## config.mk

```make
export PLATFORM = sky130hd
export DESIGN_NAME = gmii_tx_sched
export DESIGN_NICKNAME = d
export VERILOG_FILES = /design/src/rtl/gmii_tx_sched.sv
export SDC_FILE = /design/constraint.sdc
export NUM_CORES = 1
export LEC_CHECK = 0
export CORE_ASPECT_RATIO = 0.5
export CORE_UTILIZATION = 43
export DETAILED_ROUTE_END_ITERATION = 8
export PLACE_DENSITY = 0.75
export SYNTH_ARGS = -nofsm -noshare
export SYNTH_HDL_FRONTEND = slang
export SYNTH_SLANG_ARGS = --single-unit
export TNS_END_PERCENT = 1
```

## constraint.sdc

```tcl
create_clock -name clk -period 1.5 [get_ports clk]
set_input_delay 0.3 -clock clk [delete_from_list [all_inputs] [get_ports clk]]
set_output_delay 0.3 -clock clk [all_outputs]
set_load 0.1 [all_outputs]
```

## src/rtl/gmii_tx_sched.sv

```systemverilog
// gmii_tx_sched: two-port GMII transmit scheduler.
// Arbitrates between two byte-stream requesters and frames each packet as
// 7 x 8'h55 preamble, 8'hD5 SFD, payload, optional FCS, then a fixed
// inter-frame gap of IFG_LEN idle cycles.
// Optional feature: define GMII_TX_CRC_EN to append a CRC-32 FCS in hardware.
// Without it, requesters supply the FCS themselves.
//
// Outputs are registered, and each state launches the line symbol for the
// following cycle. The IDLE->PRE transition therefore launches the first
// preamble byte, PRE lasts 6 cycles for the remaining six, and SFD launches
// 8'hD5. The result is that 8'hD5 is on the line during the first DATA
// cycle, in the same cycle as the first byte transfer.
//
// state | meaning
// IDLE  | line idle, arbitrate on any srdy
// PRE   | launching preamble bytes 2..7
// SFD   | launching start-of-frame delimiter
// DATA  | accepting granted bytes, forwarding one cycle later
// CRC   | launching 4 FCS bytes (GMII_TX_CRC_EN only)
// ABORT | draining granted requester to eop after an underrun
// IFG   | IFG_LEN forced idle cycles
module gmii_tx_sched #(
   parameter int IFG_LEN = 12
) (
   input  logic       clk,
   input  logic       reset,
   input  logic       p0_srdy,
   output logic       p0_drdy,
   input  logic [7:0] p0_data,
   input  logic       p0_eop,
   input  logic       p1_srdy,
   output logic       p1_drdy,
   input  logic [7:0] p1_data,
   input  logic       p1_eop,
   output logic [7:0] txd,
   output logic       tx_en,
   output logic       tx_er,
   output logic       grant,
   output logic       underrun
);

   typedef enum logic [2:0] {
      ST_IDLE,
      ST_PRE,
      ST_SFD,
      ST_DATA,
`ifdef GMII_TX_CRC_EN
      ST_CRC,
`endif
      ST_ABORT,
      ST_IFG
   } state_t;

   localparam logic [7:0] IFG_LOAD = 8'(IFG_LEN - 1);
   localparam logic [7:0] PRE_LOAD = 8'd5;

   state_t     r_state;
   logic [7:0] r_cnt;
   logic       r_rr;
   logic       r_grant;
   logic [7:0] r_txd;
   logic       r_tx_en;
   logic       r_tx_er;
   logic       r_underrun;

   logic       w_srdy;
   logic [7:0] w_data;
   logic       w_eop;
   logic       w_pick;
   logic       w_xfer;

   assign w_srdy = r_grant ? p1_srdy : p0_srdy;
   assign w_data = r_grant ? p1_data : p0_data;
   assign w_eop  = r_grant ? p1_eop  : p0_eop;
   // r_rr holds the port favoured on a tie: the one not granted last time.
   assign w_pick = (p0_srdy && p1_srdy) ? r_rr : p1_srdy;
   assign w_xfer = (r_state == ST_DATA) || (r_state == ST_ABORT);

   assign p0_drdy  = w_xfer && !r_grant;
   assign p1_drdy  = w_xfer &&  r_grant;
   assign grant    = r_grant;
   assign txd      = r_txd;
   assign tx_en    = r_tx_en;
   assign tx_er    = r_tx_er;
   assign underrun = r_underrun;

`ifdef GMII_TX_CRC_EN
   logic [31:0] r_crc;
   logic [31:0] w_fcs;
   logic [7:0]  w_fcs_byte;

   // Reflected CRC-32 step; 32'hEDB88320 is 32'h04C11DB7 bit-reversed,
   // which makes the LSB-first byte ordering fall out naturally.
   function automatic logic [31:0] crc_next(input logic [31:0] c, input logic [7:0] d);
      logic [31:0] v;
      v = c ^ {24'h0, d};
      for (int i = 0; i < 8; i++)
         v = v[0] ? ((v >> 1) ^ 32'hEDB88320) : (v >> 1);
      return v;
   endfunction

   assign w_fcs = ~r_crc;

   // Select the FCS byte for the current CRC beat; r_cnt counts 3 down to 0.
   always_comb begin
      w_fcs_byte = 8'h00;
      case (r_cnt[1:0])
         2'd3:    w_fcs_byte = w_fcs[7:0];
         2'd2:    w_fcs_byte = w_fcs[15:8];
         2'd1:    w_fcs_byte = w_fcs[23:16];
         default: w_fcs_byte = w_fcs[31:24];
      endcase
   end

   // Accumulate CRC over accepted payload bytes, restarting at every SFD.
   always_ff @(posedge clk or posedge reset) begin
      if (reset)
         r_crc <= 32'hFFFFFFFF;
      else if (r_state == ST_SFD)
         r_crc <= 32'hFFFFFFFF;
      else if (r_state == ST_DATA && w_srdy)
         r_crc <= crc_next(r_crc, w_data);
   end
`endif

   // Main sequencer: state, arbitration, timers and registered line outputs.
   always_ff @(posedge clk or posedge reset) begin
      if (reset) begin
         r_state    <= ST_IDLE;
         r_cnt      <= 8'd0;
         r_rr       <= 1'b0;
         r_grant    <= 1'b0;
         r_txd      <= 8'h00;
         r_tx_en    <= 1'b0;
         r_tx_er    <= 1'b0;
         r_underrun <= 1'b0;
      end else begin
         r_tx_er    <= 1'b0;
         r_underrun <= 1'b0;
         case (r_state)
            ST_IDLE: begin
               if (p0_srdy || p1_srdy) begin
                  r_grant <= w_pick;
                  r_rr    <= !w_pick;
                  r_cnt   <= PRE_LOAD;
                  r_txd   <= 8'h55;
                  r_tx_en <= 1'b1;
                  r_state <= ST_PRE;
               end else begin
                  r_txd   <= 8'h00;
                  r_tx_en <= 1'b0;
               end
            end
            ST_PRE: begin
               r_txd   <= 8'h55;
               r_tx_en <= 1'b1;
               if (r_cnt == 8'd0)
                  r_state <= ST_SFD;
               else
                  r_cnt <= r_cnt - 8'd1;
            end
            ST_SFD: begin
               r_txd   <= 8'hD5;
               r_tx_en <= 1'b1;
               r_state <= ST_DATA;
            end
            ST_DATA: begin
               r_tx_en <= 1'b1;
               if (w_srdy) begin
                  r_txd <= w_data;
                  if (w_eop) begin
`ifdef GMII_TX_CRC_EN
                     r_cnt   <= 8'd3;
                     r_state <= ST_CRC;
`else
                     r_cnt   <= IFG_LOAD;
                     r_state <= ST_IFG;
`endif
                  end
               end else begin
                  r_txd      <= 8'h00;
                  r_tx_er    <= 1'b1;
                  r_underrun <= 1'b1;
                  r_state    <= ST_ABORT;
               end
            end
`ifdef GMII_TX_CRC_EN
            ST_CRC: begin
               r_txd   <= w_fcs_byte;
               r_tx_en <= 1'b1;
               if (r_cnt == 8'd0) begin
                  r_cnt   <= IFG_LOAD;
                  r_state <= ST_IFG;
               end else begin
                  r_cnt <= r_cnt - 8'd1;
               end
            end
`endif
            ST_ABORT: begin
               r_txd   <= 8'h00;
               r_tx_en <= 1'b0;
               if (w_srdy && w_eop) begin
                  r_cnt   <= IFG_LOAD;
                  r_state <= ST_IFG;
               end
            end
            ST_IFG: begin
               r_txd   <= 8'h00;
               r_tx_en <= 1'b0;
               if (r_cnt == 8'd0)
                  r_state <= ST_IDLE;
               else
                  r_cnt <= r_cnt - 8'd1;
            end
            default: begin
               r_txd   <= 8'h00;
               r_tx_en <= 1'b0;
               r_state <= ST_IDLE;
            end
         endcase
      end
   end

endmodule

```

==> impl_metrics.yaml <==
synthesis:
  synthMuxAreaShare: 0.0902
  synth_top_area_share: 0.424
  synth_top_family_by_area: "compound AO/OA/AOI/OAI gates"
  ys_ff_latch: 23
  synthSimpleGateAreaFrac: 0.164
  synth-main-ff-cell: "dfrtp_1"
  netlist_area_sq_mm: 0.00136
  synth_compound_area_frac: 0.250
  synth-xor-area-share: 0
  avgSynthCellArea_sq_um: 9.78
  synth_cell_types: 47
  synthAdderAreaFrac: 0.0184
  async_reset_ff_frac: 1.00
  synth_edf_count: 0
  synth_top_area_cell: "dfrtp_1"
  synth_area_leaders: "dfrtp_1 (42%), mux2i_1 (7.4%), o21ai_0 (3.3%), nor2_1 (3.0%), a21oi_1 (2.9%)"
  seq_area_frac_synth: 0.424
  yosys_warnings: 0
  synth_nets: 163
  syn_inst: 139
sta:
  fin_crit_ns: 1.80
  maxSlewViolCount: 0
  finalHoldViolations: 0
  finalSetupViolCount: 11
  fin_crit_sh: 1.20
  rsz0062_at_grt: "yes"
  worstMarginPinSlew_ns: 0.398
  fmax_mhz: 555
  setup_slack_ns: -0.302
  relSlewSlack: 0.735
  fin_skew_ns: 0.00738
drt:
  wl_per_cell_um: 16.3
  wirelength_mm: 4.01
  viasPerCell: 5.74
  dr.pass1.iters: 4
  postRouteAntennaNets: 0
  vias: 1412
  drc: 0
  drtIter0Drc: 80
cts:
  clk_pin_slew_worst_paths_ns: 0.08
  cts_tree: "done"
  clkLatencyLatePin_ns: 0.27
  cts_root_buf: "clkbuf_8"
  postCtsHoldBufs: 0
  cts_buffers: 3
  max-clock-path-buffers: 2
  htree_levels: 1
  clkSinkCount: 23
run_status:
  violations: "setup timing"
  status: "finished, violations left"
critical_path:
  path_buf_inv: 2
  cp_slowest_cell: "dfrtp_1"
  critPathMaxFanout: 3
  rrSetupSlack_ns: -0.25
  cpPeakStageDelay_ns: 0.44
  endpoint_kind: "output pin"
  cp.arrival_ns: 1.50
  required_ns: 1.20
  cp_top_family: "flip-flops"
  cp-start-kind: "flop"
  path_class: "reg -> out"
  rr_startpoint: "r_state[1]"
  cp-startpoint: "r_state[1]"
  crit_chain: "nor2_2 > a21oi_1 > buf_4 > nor2_4 > buf_12"
placement:
  finalWeightedCongestion: 0.881
  dp_hpwl_mm: 2.74
  io_buffers: 35
  place_area_sq_mm: 0.00212
  pre_cts_slack_ns: -0.318
finish:
  diodes: 0
  drive_gt1_frac: 0.407
  post-route-cell-area_sq_mm: 0.00230
  syn_to_final_growth_pct: 69.2
  final_nets: 234
floorplanning:
  ioPinCount: 36
  num_rows: 13
  die_area_sq_mm: 0.00340
  die-width_um: 81.5
  core-area_sq_mm: 0.00280
  die_h_um: 41.8
  floorplan.initialDensity: 0.486
global_routing:
  grt_max_degree: 15
  busiest_layer: "met2"
  use_met3: 0.0747
  grt_pass1_wl_mm: 6.37
  antenna_found_initial: 0
  met1_usage: 0.292
  grt_pass1_vias: 1364
  track_usage: 0.255
  gr-usage-met2: 0.462
  overflow: 0
flow_run:
  cap_viol_max_count: 0
pwr:
  powerDensity_mw_per_mm2: 2470
  switching_share: 0.482
  p_leak_nw: 1.06
  vdd_drop_max_mv: 1.80
  intPower_mw: 2.94
  pwr-share-comb: 0.724
  pwr-share-clk: 0.069
  p_switching_mw: 2.74
  seqPwrFrac: 0.207
min_path:
  hp-class: "in -> async"
flip-flops by register name (all words and copies together) (netlist names):
| signal | cells |
|---|---|
| underrun | 1 |
| r_rr | 1 |
| r_cnt | 8 |
| txd | 8 |
| tx_en | 1 |
| grant | 1 |
| r_state | 3 |
area by class of cell:
class | instances | area, sq um
multi-input combinational | 101 | 806
timing repair buffer | 76 | 802
sequential | 23 | 581
fill | 163 | 499
tap | 37 | 46.3
clock buffer | 4 | 45.0
inverter | 5 | 18.8
worst reg2reg max path: stages (launching register included):
cell and delay (ns):
dfrtp_1 0.44, and3b_2 0.27, a21o_1 0.20, buf_4 0.16
a211oi_4 0.25, mux2_4 0.32
power by group through the flow:
stage                     Clock [mW]  Combinational [mW]  Sequential, mW
after floorplan                    0                1.69            1.77
after global placement             0                3.60            1.14
after detailed placement           0                3.69            1.15
after CTS                      0.386                3.93            1.16
after global routing           0.428                4.33            1.20
final                          0.391                4.11            1.18
repair_timing:
action / 4_1_cts / 5_1_grt
endpoints found under the setup margin: 11 / 19
pin swaps: 7 / 0
buffers inserted: 6 / 2
gates resized for setup: 10 / 5
synth_stat cells (3+ instances only):
master and instances:
o221ai_1 3, inv_1 5, nand2_1 8, or3_1 3
dfrtp_1 23, o21ai_0 9, nor2_1 11, clkbuf_1 3
buf_2 4, buf_4 3, nand2b_1 5, a21oi_1 8
nor3_1 4, mux2i_1 10, a21o_1 3
path summary, 6_finish.rpt:
| path | cells after the start | endpoint |
|---|---|---|
| worst max-delay path | 5 | p0_drdy |
| worst min-delay path | 3 | txd[5] |
| worst max register to register | 5 | r_cnt[1] |
| worst min register to register | 1 | r_rr |
| max in group asynchronous | 3 | r_cnt[4] |
| min in group clk | 1 | r_rr |
per-layer routing:
layer,share of wire,vias to the layer above,routed length (um)
li1,-,651,-
met1,0.42,682,1670
met2,0.49,66,1980
met3,0.079,13,318
met4,0.012,0,50
met5,0,-,0
logic make-up (layout without fill, tap and decap cells):
kind of cell,count (synthesis),count (layout)
AOI/OAI and AO/OA,44,44
muxes,12,12
buffers and inverters,15,85
DFF,23,23
adders and majority gates,2,2
and+or+nand+nor,43,43
through the flow:
stage / TNS [ns] / util / power [mW] / hold WS, ns / std cells
after floorplan: -1.85 / - / 3.46 / 0.302 / 139
after global placement: -3.38 / 0.759 / 4.74 / 0.478 / 234
after detailed placement: -4.19 / 0.759 / 4.84 / 0.492 / 234
after CTS: -0.806 / 0.807 / 5.48 / 0.328 / 244
after global routing: -2.27 / 0.822 / 5.96 / 0.378 / 246
final: -1.60 / 0.822 / 5.68 / 0.323 / 246
layout by cell type, fill, tap and decap left out, drive strengths merged, types with 2 or more instances in the layout:
cell type,n
nor4,2
inv,5
nand2,8
a21oi,8
o221ai,3
dfrtp,23
clkdlybuf4s50,21
nor2b,2
clkbuf,4
mux2i,10
ha,2
nor2,11
mux2,2
buf,55
a211oi,2
a21o,3
a31oi,2
nand2b,5
and2,2
or3,3
nor3,5
o21ai,10
a211o,2
(Power assumes the default switching activity.)
